--- src/rtl/core_mem_arbiter.sv ---
// Shares one 64-bit memory port between instruction fetch (imem) and load/store (dmem).
// Define CORE_MEM_ARB_STARVE_GUARD_EN to compile in the fetch starvation guard.
module core_mem_arbiter #(
    parameter int unsigned            MEM_ADDR_W       = 64,
    parameter int unsigned            STARVE_LIMIT     = 8,
    parameter logic [MEM_ADDR_W-1:0]  PC_RESET_ADDRESS = MEM_ADDR_W'(64'h8000_0000)
) (
    input  logic                  g_clk,
    input  logic                  g_reset,

    input  logic                  imem_req,
    input  logic [MEM_ADDR_W-1:0] imem_addr,
    output logic                  imem_gnt,
    output logic                  imem_err,
    output logic [63:0]           imem_rdata,

    input  logic                  dmem_req,
    input  logic                  dmem_wen,
    input  logic [7:0]            dmem_strb,
    input  logic [MEM_ADDR_W-1:0] dmem_addr,
    input  logic [63:0]           dmem_wdata,
    output logic                  dmem_gnt,
    output logic                  dmem_err,
    output logic [63:0]           dmem_rdata,

    output logic                  mem_req,
    output logic                  mem_wen,
    output logic [7:0]            mem_strb,
    output logic [MEM_ADDR_W-1:0] mem_addr,
    output logic [63:0]           mem_wdata,
    input  logic                  mem_gnt,
    input  logic                  mem_err,
    input  logic [63:0]           mem_rdata
);

    typedef enum logic [1:0] {StIdle, StLockI, StLockD} arb_state_t;

    arb_state_t            r_state;
    logic                  r_rsp_valid;
    logic                  r_rsp_owner_i;
    logic [MEM_ADDR_W-1:0] r_addr;

    logic                  w_starve;
    logic                  w_sel_i;
    logic                  w_sel_req;

    // A lock pins the owner; in idle dmem wins unless fetch is starving.
    always_comb begin
        w_sel_i = 1'b0;
        case (r_state)
            StLockI: w_sel_i = 1'b1;
            StLockD: w_sel_i = 1'b0;
            default: w_sel_i = imem_req && (!dmem_req || w_starve);
        endcase
    end

    assign w_sel_req = w_sel_i ? imem_req : dmem_req;

    // Requests are held off while reset is applied so no grant loses its response.
    assign mem_req   = w_sel_req && !g_reset;
    assign imem_gnt  = mem_gnt && mem_req && w_sel_i;
    assign dmem_gnt  = mem_gnt && mem_req && !w_sel_i;

    assign mem_addr  = !mem_req ? r_addr : (w_sel_i ? imem_addr : dmem_addr);
    assign mem_wen   = mem_req && !w_sel_i && dmem_wen;
    assign mem_strb  = !mem_req ? 8'h00 : (w_sel_i ? 8'hFF : dmem_strb);
    assign mem_wdata = (mem_req && !w_sel_i) ? dmem_wdata : 64'h0;

    assign imem_rdata = (r_rsp_valid && r_rsp_owner_i)  ? mem_rdata : 64'h0;
    assign imem_err   = r_rsp_valid && r_rsp_owner_i && mem_err;
    assign dmem_rdata = (r_rsp_valid && !r_rsp_owner_i) ? mem_rdata : 64'h0;
    assign dmem_err   = r_rsp_valid && !r_rsp_owner_i && mem_err;

    always_ff @(posedge g_clk) begin
        if (g_reset) begin
            r_state       <= StIdle;
            r_rsp_valid   <= 1'b0;
            r_rsp_owner_i <= 1'b0;
            r_addr        <= PC_RESET_ADDRESS;
        end else begin
            r_rsp_valid   <= mem_req && mem_gnt;
            r_rsp_owner_i <= w_sel_i;
            if (mem_req) begin
                r_addr <= mem_addr;
            end
            // A lock also releases if its owner abandons the request.
            case (r_state)
                StIdle: begin
                    if (mem_req && !mem_gnt) begin
                        r_state <= w_sel_i ? StLockI : StLockD;
                    end
                end
                StLockI: begin
                    if (mem_gnt || !imem_req) begin
                        r_state <= StIdle;
                    end
                end
                StLockD: begin
                    if (mem_gnt || !dmem_req) begin
                        r_state <= StIdle;
                    end
                end
                default: r_state <= StIdle;
            endcase
        end
    end

`ifdef CORE_MEM_ARB_STARVE_GUARD_EN
    localparam logic [7:0] StarveMax = 8'(STARVE_LIMIT);

    logic [7:0] r_starve_cnt;

    always_ff @(posedge g_clk) begin
        if (g_reset) begin
            r_starve_cnt <= 8'd0;
        end else if (imem_gnt) begin
            r_starve_cnt <= 8'd0;
        end else if (imem_req && (r_starve_cnt != StarveMax)) begin
            r_starve_cnt <= r_starve_cnt + 8'd1;
        end
    end

    assign w_starve = (r_starve_cnt == StarveMax);
`else
    assign w_starve = 1'b0;
`endif

endmodule

--- config.mk ---
export PLATFORM = sky130hd
export DESIGN_NAME = core_mem_arbiter
export DESIGN_NICKNAME = d
export VERILOG_FILES = /design/src/rtl/core_mem_arbiter.sv
export SDC_FILE = /design/constraint.sdc
export NUM_CORES = 1
export LEC_CHECK = 0
export BUFFER_PORTS_ARGS = -buffer_cell sky130_fd_sc_hd__buf_4
export CAP_MARGIN = 20
export CORE_AREA = 4 4 207 209
export DETAILED_ROUTE_END_ITERATION = 8
export DIE_AREA = 0 0 211 213
export GPL_TIMING_DRIVEN = 0
export SYNTH_ARGS = -nofsm -noshare
export SYNTH_HDL_FRONTEND = slang
export SYNTH_SLANG_ARGS = --single-unit
export TNS_END_PERCENT = 5
--- constraint.sdc ---
create_clock -name g_clk -period 3.4 [get_ports g_clk]
set_clock_uncertainty 0.1 [all_clocks]
set_input_delay 1.02 -clock g_clk [delete_from_list [all_inputs] [get_ports g_clk]]
set_output_delay 1.02 -clock g_clk [all_outputs]
set_load 0.01 [all_outputs]
# == Word-level counts from Yosys, hierarchy flattened ==
# Index checks and enable logic that the tools add are counted.
# word_totals
regBits,68
inputBits,271
out_inout_bits,270
word_cells,45
# classes
n_eq_ne,5
muxes,14
n_reduce_logical,22
# op_table
operator,n
2-to-1 mux 64 bit,5
2-to-1 mux 8 bit,2
logical AND 1 bit,12
2-to-1 mux 2 bit,4
zero test 1 bit,6
inequality test 2 bit (second input constant),3
one-hot mux 2 bit (3 select lines),1
AND reduction 3 bit,1
equality test 2 x 1 -> 1 bit (second input constant),1
equality test 2 bit (second input constant),1
zero test 2 bit,1
logical OR 1 bit,2
one-hot mux 1 bit (2 select lines),1
2-to-1 mux 1 bit,1

# == Longest topological paths before layout ==
# Gate-level depths: netlist (run 1).
# depth
depth_word,8
mapped_depth,9
ltp_nobuf,7

# == Least setup slack after synthesis (run 1) ==
# OpenSTA, ideal clock, no wires.
# synth_path
path_type,input -> output
from,input dmem_req
to,output mem_addr[0]
arrival_time_ns,2.077
required_time_ns,2.280
setup_slack_ns,0.203
stages,6
path_buffers,2
path_cell_list,nor2_1 -> a22o_1 -> buf_4 -> buf_2 -> mux2i_1 -> o21ai_0
# synth_between
elab_chain_len,6
word_cells_on_any_way,7
classes_between,mux (4); reduce/logical (3)
# synth_lines
element,line,source
"start, declared",17,"input logic dmem_req,"
zero test 1 bit,53,default: w_sel_i = imem_req && (!dmem_req || w_starve);
logical AND 1 bit,53,
one-hot mux 1 bit (2 select lines),50,case (r_state)
2-to-1 mux 1 bit,57,assign w_sel_req = w_sel_i ? imem_req : dmem_req;
logical AND 1 bit,60,assign mem_req = w_sel_req && !g_reset;
2-to-1 mux 64 bit *,64,assign mem_addr = !mem_req ? r_addr : (w_sel_i ? imem_addr : dmem_addr);
"end, declared",29,"output logic [MEM_ADDR_W-1:0] mem_addr,"
# Mark *: on every way between the ends. The rest lies on a longest branch, timed or not.

# == Worst setup path after layout (run 1) ==
# layout_path
from,input dmem_req
to,output mem_strb[0]
# layout_between
elab_chain_len,6
word_cells_on_any_way,7
classes_between,mux (4); reduce/logical (3)
# layout_lines
element,line,source
zero test 1 bit,53,
logical AND 1 bit,53,
one-hot mux 1 bit (2 select lines),50,
2-to-1 mux 1 bit,57,
logical AND 1 bit,60,
2-to-1 mux 8 bit *,66,assign mem_strb = !mem_req ? 8'h00 : (w_sel_i ? 8'hFF : dmem_strb);
"end, declared",28,"output logic [7:0] mem_strb,"
# Marked as above.

==> qor.txt, run 1 <==
Outcome - finished with violations
Failing checks - negative setup slack
Worst Path Max Fanout - 6
Vias/cell - 4.21
Sw Ratio - 34.4%
Cell Area, Synth - 0.00504 mm^2
Post-Syn Instances - 708
Post-synthesis adder-cell area fraction - 0.745%
Number of flops mapped to enable cells by yosys - 0
Total gr overflow - 0
H-tree Lvls - 3
Clock buffer count from CTS - 9
Mux contribution to synthesized area - 12.7%
Total power - 3.53 mW
CTS root buf - clkbuf_16
Min-delay src - r_addr[31]$_SDFFE_PP1N_
TritonCTS clock tree - yes
Mapped Nets - 982
Drt wl/cell - 20.1 um
Combinational Power Share - 46.1%
Relative slew slack - 31.5%
Mean post-synth cell area - 7.11 um^2
Final setup violation count - 80
Hold slack - 399 ps
Core Area - 0.0408 mm^2
Top FF cell, synth - dfxtp_1
Die width - 211 um
Register share of total power - 26.7%
DRT iter0 DRCs - 436
Pins Over Slew Limit - 0
Synth Area in XOR/XNOR - 0%
Final min period - 3520 ps
Detailed-route DRC error count - 0
FP Rows - 74
Final nets - 1,546
Final Cycle Share - 103%
Post-Route WL - 36.3 mm
Yosys warnings - 0
Tot GR Track Use - 14.5%
Die area - 0.0449 mm^2
Area growth from synthesis to layout - 117%
Initial antenna violation count - 4
Synth Area in Simple Gates - 31.3%
Final worst setup slack - -116 ps
DP HPWL - 30.5 mm
Sink Count - 68
ANT nets after route - 0
Clock-pin slew on the worst setup and hold paths - 60 ps
Worst slew pin tran - 1020 ps
Clock power share - 27.3%
Critical path arrival - 2400 ps
Number of global-route vias before repair - 7,490
Max Fclk - 0.284 GHz
Critical path class - input port to primary output
Async SR Flop Fraction - 0%
Leakage - 5.60 nW
Worst-Skew Late Latency - 340 ps
Buffers added on ports - 540
Share of cells above drive strength 1 - 53.7%
Starting density of the core - 12.3%
DR pass1 iterations - 5
First-pass GRT wire length - 48.9 mm
DIE HEIGHT - 213 um
Synthesized flop and latch total - 68
Critical path data required time - 2280 ps
GP Congestion - 1.00
Compound-Gate Fraction of Synth Area - 21.0%
Pint - 2.32 mW
Critical Path Start - dmem_req
Hold Vio Cnt, Final - 0
CTS max path bufs - 2
Crit Reg-Reg Startpoint - r_state[0]$_SDFFE_PP0P_
Seq/Total Area, Yosys - 27.0%
Largest family of logic cells by synthesized area - simple AND/OR/NAND/NOR gates
Commonest non-fill, non-tap cells in the layout - buf_4 (529), and3_1 (130), o21ai_0 (84)
Crit end category - primary output
Pin count of the biggest net entering global routing - 11
Power per cell area - 323 mW/mm^2
Library cells used by synthesis - 29
# Max-Cap Violations - 0
I/O pins - 541
Via Count - 7,617
RSZ-0062 raised after global routing - true
Psw - 1.21 mW
Commonest non-fill, non-tap cell in the layout - buf_4
VDD IR max - 0.200 mV
Worst Hold Class - flop to flop
Critical Path Start Type - input port
synth_stat cells (2+ instances only):
cell type / number / area, um^2
a21oi_1: 64 / 320
a22oi_1: 2 / 15.0
and2_1: 65 / 407
and3_1: 130 / 813
buf_2: 20 / 100
buf_4: 3 / 22.5
clkbuf_1: 52 / 195
clkbuf_2: 2 / 10.0
dfxtp_1: 68 / 1360
ha_1: 3 / 37.5
inv_1: 5 / 18.8
mux2i_1: 64 / 641
nand2_1: 66 / 248
nor2_1: 19 / 71.3
nor3_1: 2 / 10.0
o21ai_0: 129 / 646
o32ai_1: 2 / 17.5
critical path, cell delays in order:
cell and delay (ps):
buf_8 110, or3b_4 380, o211ai_4 190, buf_12 200, buf_12 140, buf_8 130, nor2_1 50, buf_4 140
final timing paths:
path / end / slack (ps) / cells after the start
worst min register to register: r_addr[31]$_SDFFE_PP1N_ / 400 / 2
worst max register to register: r_addr[19]$_SDFFE_PP0N_ / 710 / 8
worst max-delay path: mem_strb[0] / -120 / 8
worst min-delay path: r_addr[31]$_SDFFE_PP1N_ / 400 / 2
sequential cells by signal, summed over array words and instances (netlist names):
name / cells
r_rsp_valid: 1
r_state: 2
r_addr: 64
r_rsp_owner_i: 1
metal layers:
| layer | wire (um) | GRT usage (%) |
|---|---|---|
| met4 | 857 | 4.34 |
| met5 | 23 | 0 |
| met3 | 2940 | 4.38 |
| met2 | 18200 | 25.5 |
| met1 | 14300 | 17.2 |
metrics by stage:
step / util [%] / setup slack, ps / setup TNS, ps / std cells / instance area (um^2)
after floorplan: - / 203 / 0 / 708 / 5040
after global placement: 23.9 / -697 / -55470 / 1780 / 9760
after detailed placement: 23.9 / -707 / -56710 / 1780 / 9760
after CTS: 25.9 / -160 / -9210 / 1802 / 10600
after global routing: 26.8 / -186 / -11100 / 1809 / 10900
final: 26.8 / -116 / -5320 / 1810 / 10900
power by group through the flow:
stage                     combinational (mW)  clock [mW]  sequential [mW]
after floorplan                        0.592           0            0.941
after global placement                  1.37           0            0.948
after detailed placement                1.38           0            0.952
after CTS                               1.54       0.997            0.937
after global routing                    1.75        1.03            0.952
final                                   1.63       0.963            0.942
layout make-up:
| type | instances | area (um^2) |
|---|---|---|
| tap | 532 | 666 |
| clock inverter | 2 | 35.0 |
| timing repair buffer | 553 | 4340 |
| buffer | 78 | 578 |
| fill | 4426 | 29900 |
| multi-input combinational | 556 | 3660 |
| clock buffer | 12 | 256 |
| sequential | 68 | 1360 |
| inverter | 6 | 22.5 |
| antenna | 3 | 7.51 |
kinds of logic after synthesis:
family	after synthesis
multiplexers	64
adder cells (fa/ha/maj)	3
AND/OR/NAND/NOR	286
flip-flops	68
AO/OA/AOI/OAI	203
buffers and inverters	84
what timing repair did:
item / 4_1_cts / 5_1_grt
hold buffers: 0 / 0
setup endpoints to repair: 130 / 104
buffers inserted: 5 / 2
gates cloned: 3 / 3
hold endpoints to repair: 0 / 0
pin swaps: 6 / 8
resized for setup: 133 / 104
Power figures use the tool's default switching activity.
==> run 2, diff against run 1 <==
GPL_ROUTABILITY_DRIVEN = 0   (was unset)
clock period = 3.55 ns   (was 3.4 ns; I/O delays follow)
==> qor.txt, run 2 (synthesis results as in run 1) <==
Outcome - finished with violations (unchanged)
Failing checks - negative setup slack (unchanged)
Critical path class - input port to primary output (unchanged)
Pin count of the biggest net entering global routing - 13 (was 11)
DR pass1 iterations - 5 (unchanged)
Starting density of the core - 12.3% (unchanged)
Biggest regs - r_addr (64), r_state (2) (unchanged)
Critical Path Start Type - input port (unchanged)
Relative slew slack - 43.6% (was 31.5%)
# Max-Cap Violations - 0 (unchanged)
Largest Register - r_addr (unchanged)
Final min period - 3620 ps
Worst Hold Class - flop to flop (unchanged)
Via Count - 7,562 (was 7,617)
Fill count - 4,411 (was 4,426)
ANT nets after route - 0 (unchanged)
CTS max path bufs - 2 (unchanged)
Max Fclk - 0.276 GHz
DIE HEIGHT - 213 um (unchanged)
Tot GR Track Use - 14.4% (was 14.5%)
DP HPWL - 30.4 mm (was 30.5 mm)
# hold bufs at CTS - 0 (unchanged)
Core Area - 0.0408 mm^2 (unchanged)
Multi-input gate area - 0.00367 mm^2 (was 0.00366 mm^2)
Commonest non-fill, non-tap cell in the layout - buf_4 (unchanged)
I/O pins - 541 (unchanged)
Setup TNS - -1930 ps (was -5320 ps)
TritonCTS clock tree - yes (unchanged)
FP Rows - 74 (unchanged)
H-tree Lvls - 3 (unchanged)
Final worst setup slack - -72.3 ps (was -116 ps)
Dpl cell area - 0.00976 mm^2 (unchanged)
Post-Route WL - 36.3 mm (about the same)
Vias/cell - 4.17 (was 4.21)
Sw Ratio - 33.9% (was 34.4%)
Clock power share - 29.8% (was 27.3%)
Total gr overflow - 0 (unchanged)
Power per cell area - 317 mW/mm^2 (was 323 mW/mm^2)
VDD IR max - 0.183 mV (was 0.200 mV)
Die width - 211 um (unchanged)
Worst slew pin tran - 837 ps (was 1020 ps)
Final Cycle Share - 102%
Worst-Skew Late Latency - 340 ps (about the same)
Psw - 1.18 mW (was 1.21 mW)
CTS root buf - clkbuf_16 (unchanged)
First-pass GRT wire length - 48.5 mm (was 48.9 mm)
Pre-CTS WS - -632 ps (was -707 ps)
Register Area - 0.00136 mm^2 (about the same)
Area growth from synthesis to layout - 117% (about the same)
Combinational Power Share - 44.3% (was 46.1%)
Sink Count - 68 (unchanged)
RSZ-0062 raised after global routing - true (unchanged)
Commonest non-fill, non-tap cells in the layout - buf_4 (543), and3_1 (130), o21ai_0 (114) (was buf_4 (529), and3_1 (130), o21ai_0 (84))
Max reg flops - 64 (unchanged)
Initial antenna violation count - 6 (was 4)
Die area - 0.0449 mm^2 (unchanged)
Share of cells above drive strength 1 - 52.3% (was 53.7%)
Detailed-route DRC error count - 0 (unchanged)
Number of global-route vias before repair - 7,445 (was 7,490)
Final setup violation count - 68 (was 80)
Buffers added on ports - 540 (unchanged)
Clock-pin slew on the worst setup and hold paths - 70 ps (was 60 ps)
Register share of total power - 25.9% (was 26.7%)
Pins Over Slew Limit - 0 (unchanged)
Final nets - 1,546 (unchanged)
Worst Path Max Fanout - 6 (unchanged)
Clock buffer count from CTS - 9 (unchanged)
Design area - 0.0109 mm^2 (about the same)
Critical path arrival - 2460 ps (was 2400 ps)
Pint - 2.29 mW (was 2.32 mW)
DRT iter0 DRCs - 464 (was 436)
Leakage - 5.57 nW (was 5.60 nW)
Hold Vio Cnt, Final - 0 (unchanged)
Crit end category - primary output (unchanged)
Critical path data required time - 2380 ps (was 2280 ps)
Drt wl/cell - 20.0 um (was 20.1 um)
## run 2: changes by cell type in the layout (fill, tap and decap cells not counted), sizes merged
cell      before  now
buf          578  577
bufinv         1    2
clkinvlp       0    2
## run 2: layer usage
| metal | track usage (%) | share of wire (%) | vias up |
|---|---|---|---|
| met5 | 0 | 0.074 | - |
| met4 | 4.20 | 2.3 | 4 |
| met3 | 4.01 | 8.2 | 43 |
| met2 | 25.4 | 50 | 394 |
| met1 | 17.1 | 39 | 3511 |
| li1 | - | - | 3610 |
## run 2: final timing paths
kind	from	endpoint	slack (ps)	cells past startpoint
setup / recovery	dmem_req	mem_strb[0]	-70	9
hold / removal	r_addr[31]$_SDFFE_PP1N_	r_addr[31]$_SDFFE_PP1N_	400	2
setup reg to reg	r_state[1]$_SDFFE_PP0P_	r_addr[16]$_SDFFE_PP0N_	910	7
hold reg to reg	r_addr[31]$_SDFFE_PP1N_	r_addr[31]$_SDFFE_PP1N_	400	2
## run 2: worst max-delay path, cell delays in order
cell and delay, ps:
buf_12 110, or3b_4 380, o211ai_4 100, buf_12 150
buf_12 140, buf_12 140, buf_8 130, nor2_1 60
buf_4 140
## run 2: layout make-up
class	count	share of cell area, %
sequential	68	12.4
inverter	6	0.206
buffer	78	5.43
timing repair buffer	553	39.1
antenna	3	0.0686
clock buffer	11	2.31
tap	532	6.09
clock inverter	5	0.767
multi-input combinational	556	33.6
## run 2: stage by stage
step / total power [mW] / utilization, % / std cells / hold slack (ps)
after detailed placement: 2.24 / 23.9 / 1780 / 391
after floorplan: 1.47 / - / 708 / 354
after CTS: 3.42 / 25.9 / 1805 / 407
after global placement: 2.22 / 23.9 / 1780 / 376
after global routing: 3.66 / 26.8 / 1812 / 452
final: 3.47 / 26.8 / 1812 / 403
## run 2: repair_timing
action                                  in CTS  in global routing
cloned                                       3                  2
pin swaps                                    2                  3
endpoints found under the setup margin     130                119
setup buffers                                6                  2
gates resized for setup                    109                 77
## run 2: power by group through the flow
stage	logic (mW)	registers (mW)	clock network, mW
finish	1.54	0.898	1.03
global route	1.65	0.909	1.09
CTS	1.46	0.896	1.07
detailed placement	1.32	0.911	0
global placement	1.31	0.908	0
floorplan	0.567	0.901	0
==> run 3, diff against run 2 <==
GPL_ROUTABILITY_DRIVEN = unset   (was 0)
PLACE_DENSITY = 0.34   (was unset)
SLEW_MARGIN = 20   (was unset)
==> qor.txt, run 3 (synthesis results as in run 1) <==
Hold Vio Cnt, Final - 0 (unchanged)
VDD IR max - 0.191 mV (was 0.183 mV)
Post-Route WL - 38.6 mm (was 36.3 mm)
Final min period - 3650 ps (was 3620 ps)
DR pass1 iterations - 4 (was 5)
Commonest non-fill, non-tap cell in the layout - buf_4 (unchanged)
Min-delay src - r_addr[31]$_SDFFE_PP1N_ (unchanged)
Crit Reg-Reg Startpoint - r_state[1]$_SDFFE_PP0P_ (unchanged)
CTS root buf - clkbuf_16 (unchanged)
Starting density of the core - 12.3% (unchanged)
Worst Hold Path Cells - 2 (unchanged)
Share of cells above drive strength 1 - 54.3% (was 52.3%)
Critical path arrival - 2480 ps (was 2460 ps)
Worst Hold Class - flop to flop (unchanged)
Area growth from synthesis to layout - 122% (was 117%)
Critical Path Start Type - input port (unchanged)
Reg-to-Reg End - r_addr[25]$_SDFFE_PP0N_ (was r_addr[16]$_SDFFE_PP0N_)
Max reg flops - 64 (unchanged)
Setup TNS - -2910 ps (was -1930 ps)
R2R setup slack - 1100 ps (was 910 ps)
First-pass GRT wire length - 52.7 mm (was 48.5 mm)
GP Congestion - 0.886
Worst slew pin tran - 734 ps (was 837 ps)
Clock-pin slew on the worst setup and hold paths - 70 ps (about the same)
Failing checks - negative setup slack (unchanged)
DIE HEIGHT - 213 um (unchanged)
Number of global-route vias before repair - 7,614 (was 7,445)
TritonCTS clock tree - yes (unchanged)
Via Count - 7,344 (was 7,562)
Final Cycle Share - 103% (was 102%)
CP top delay family - buffers and inverters (unchanged)
Worst Path Max Fanout - 6 (unchanged)
Worst reg2reg path depth - 7 (unchanged)
DP HPWL - 32.1 mm (was 30.4 mm)
Pins Over Slew Limit - 0 (unchanged)
Final nets - 1,551 (was 1,546)
Drt wl/cell - 21.2 um (was 20.0 um)
Vias/cell - 4.04 (was 4.17)
Dpl cells - 1,780 (unchanged)
Critical path class - input port to primary output (unchanged)
Pin count of the biggest net entering global routing - 14 (was 13)
Crit-path most repeated cell - buf_12 (unchanged)
Crit end category - primary output (unchanged)
Max incr delay on CP - 380 ps (about the same)
H-tree Lvls - 3 (unchanged)
Biggest regs - r_addr (64), r_state (2) (unchanged)
Die width - 211 um (unchanged)
DRT iter0 DRCs - 287 (was 464)
Final setup violation count - 62 (was 68)
Sink Count - 68 (unchanged)
CTS max path bufs - 2 (unchanged)
Critical path's slowest cell - or3b_4 (unchanged)
ANT nets after route - 0 (unchanged)
Die area - 0.0449 mm^2 (unchanged)
# Max-Cap Violations - 0 (unchanged)
Detailed-route DRC error count - 0 (unchanged)
Leakage - 5.66 nW (was 5.57 nW)
Total power - 3.44 mW (was 3.47 mW)
Max Fclk - 0.274 GHz (was 0.276 GHz)
Worst-Skew Late Latency - 340 ps (about the same)
Critical path data required time - 2380 ps (about the same)
Power per cell area - 308 mW/mm^2 (was 317 mW/mm^2)
Outcome - finished with violations (unchanged)
Largest Register - r_addr (unchanged)
I/O pins - 541 (unchanged)
Cell Chain, Critical Path - buf_8 -> or3b_4 -> o211ai_4 -> buf_12 -> buf_6 -> buf_12 -> buf_16 -> o21ai_1 -> buf_4 (was buf_12 -> or3b_4 -> o211ai_4 -> buf_12 -> buf_12 -> buf_12 -> buf_8 -> nor2_1 -> buf_4)
Final worst setup slack - -95.8 ps (was -72.3 ps)
Commonest non-fill, non-tap cells in the layout - buf_4 (523), and3_1 (130), o21ai_0 (87) (was buf_4 (543), and3_1 (130), o21ai_0 (114))
Relative slew slack - 50.6% (was 43.6%)
Final Non-Filler Cells - 1,818 (was 1,812)
Core Area - 0.0408 mm^2 (unchanged)
Worst Path Buf+Inv - 6 (unchanged)
Worst Hold Endpoint - r_addr[31]$_SDFFE_PP1N_ (unchanged)
Clock buffer count from CTS - 9 (unchanged)
FP Rows - 74 (unchanged)
Initial antenna violation count - 3 (was 6)
RSZ-0062 raised after global routing - true (unchanged)
Tot GR Track Use - 15.7% (was 14.4%)
Total gr overflow - 0 (unchanged)
Buffers added on ports - 540 (unchanged)
[run 3: cell types whose count changed in the layout (fill, tap and decap cells not counted), sizes merged]
| cell | before | now |
|---|---|---|
| bufbuf | 0 | 1 |
| buf | 577 | 580 |
| inv | 6 | 8 |
| clkinvlp | 2 | 3 |
| bufinv | 2 | 0 |
| diode | 3 | 4 |
[run 3: how the worst max path moves through the flow]
stage / start / cells after the start / endpoint
global placement: dmem_req / 8 / mem_addr[26]
floorplan: dmem_req / 6 / mem_addr[0]
finish: dmem_req / 9 / mem_addr[22]
global route: dmem_req / 9 / mem_addr[22]
detailed placement: dmem_req / 8 / mem_addr[26]
CTS: dmem_req / 9 / mem_addr[5]
[run 3: worst register-to-register path, cell delays in order (launching register included)]
cell	delay (ps)
dfxtp_1	360
inv_2	70
ha_4	280
a21bo_2	250
a21oi_2	520
buf_2	360
buf_2	290
a21oi_1	110
[run 3: what timing repair did]
| item | CTS | global route |
|---|---|---|
| pin swaps | 6 | 8 |
| buffers inserted | 10 | 0 |
| cloned | 5 | 4 |
| endpoints found under the setup margin | 130 | 116 |
| hold buffers | 0 | 0 |
| resized for setup | 168 | 83 |
[run 3: cell type report]
cell class | count | area, um^2
timing repair buffer | 559 | 4490
buffer | 77 | 584
inverter | 6 | 26.3
fill | 4539 | 29600
tap | 532 | 666
multi-input combinational | 556 | 3760
clock inverter | 6 | 46.3
clock buffer | 10 | 239
sequential | 68 | 1360
antenna | 4 | 10.0
[run 3: metal layers]
layer / up-vias / routed length (um) / track usage [%]
met5: - / 0 / 0
met4: 0 / 994 / 5.43
met3: 29 / 3030 / 4.47
met2: 315 / 20400 / 28.8
met1: 3371 / 14200 / 17.4
li1: 3629 / - / -
[run 3: report_power, final]
group | switching (mW) | leakage, nW | total, mW | internal, mW
Sequential | 0.0429 | 0.567 | 0.898 | 0.855
Combinational | 0.796 | 4.96 | 1.64 | 0.840
Clock | 0.407 | 0.136 | 0.906 | 0.500
Total | 1.25 | 5.66 | 3.44 | 2.20
[run 3: per-stage QoR]
step	cell area (um^2)	util (%)	setup WS, ps	hold slack [ps]
6_report	11200	27.4	-95.8	401
5_1_grt	11200	27.4	-172	455
4_1_cts	10900	26.6	-126	402
3_5_place_dp	9760	23.9	-837	385
3_3_place_gp	9760	23.9	-770	370
2_1_floorplan	5040	-	263	354
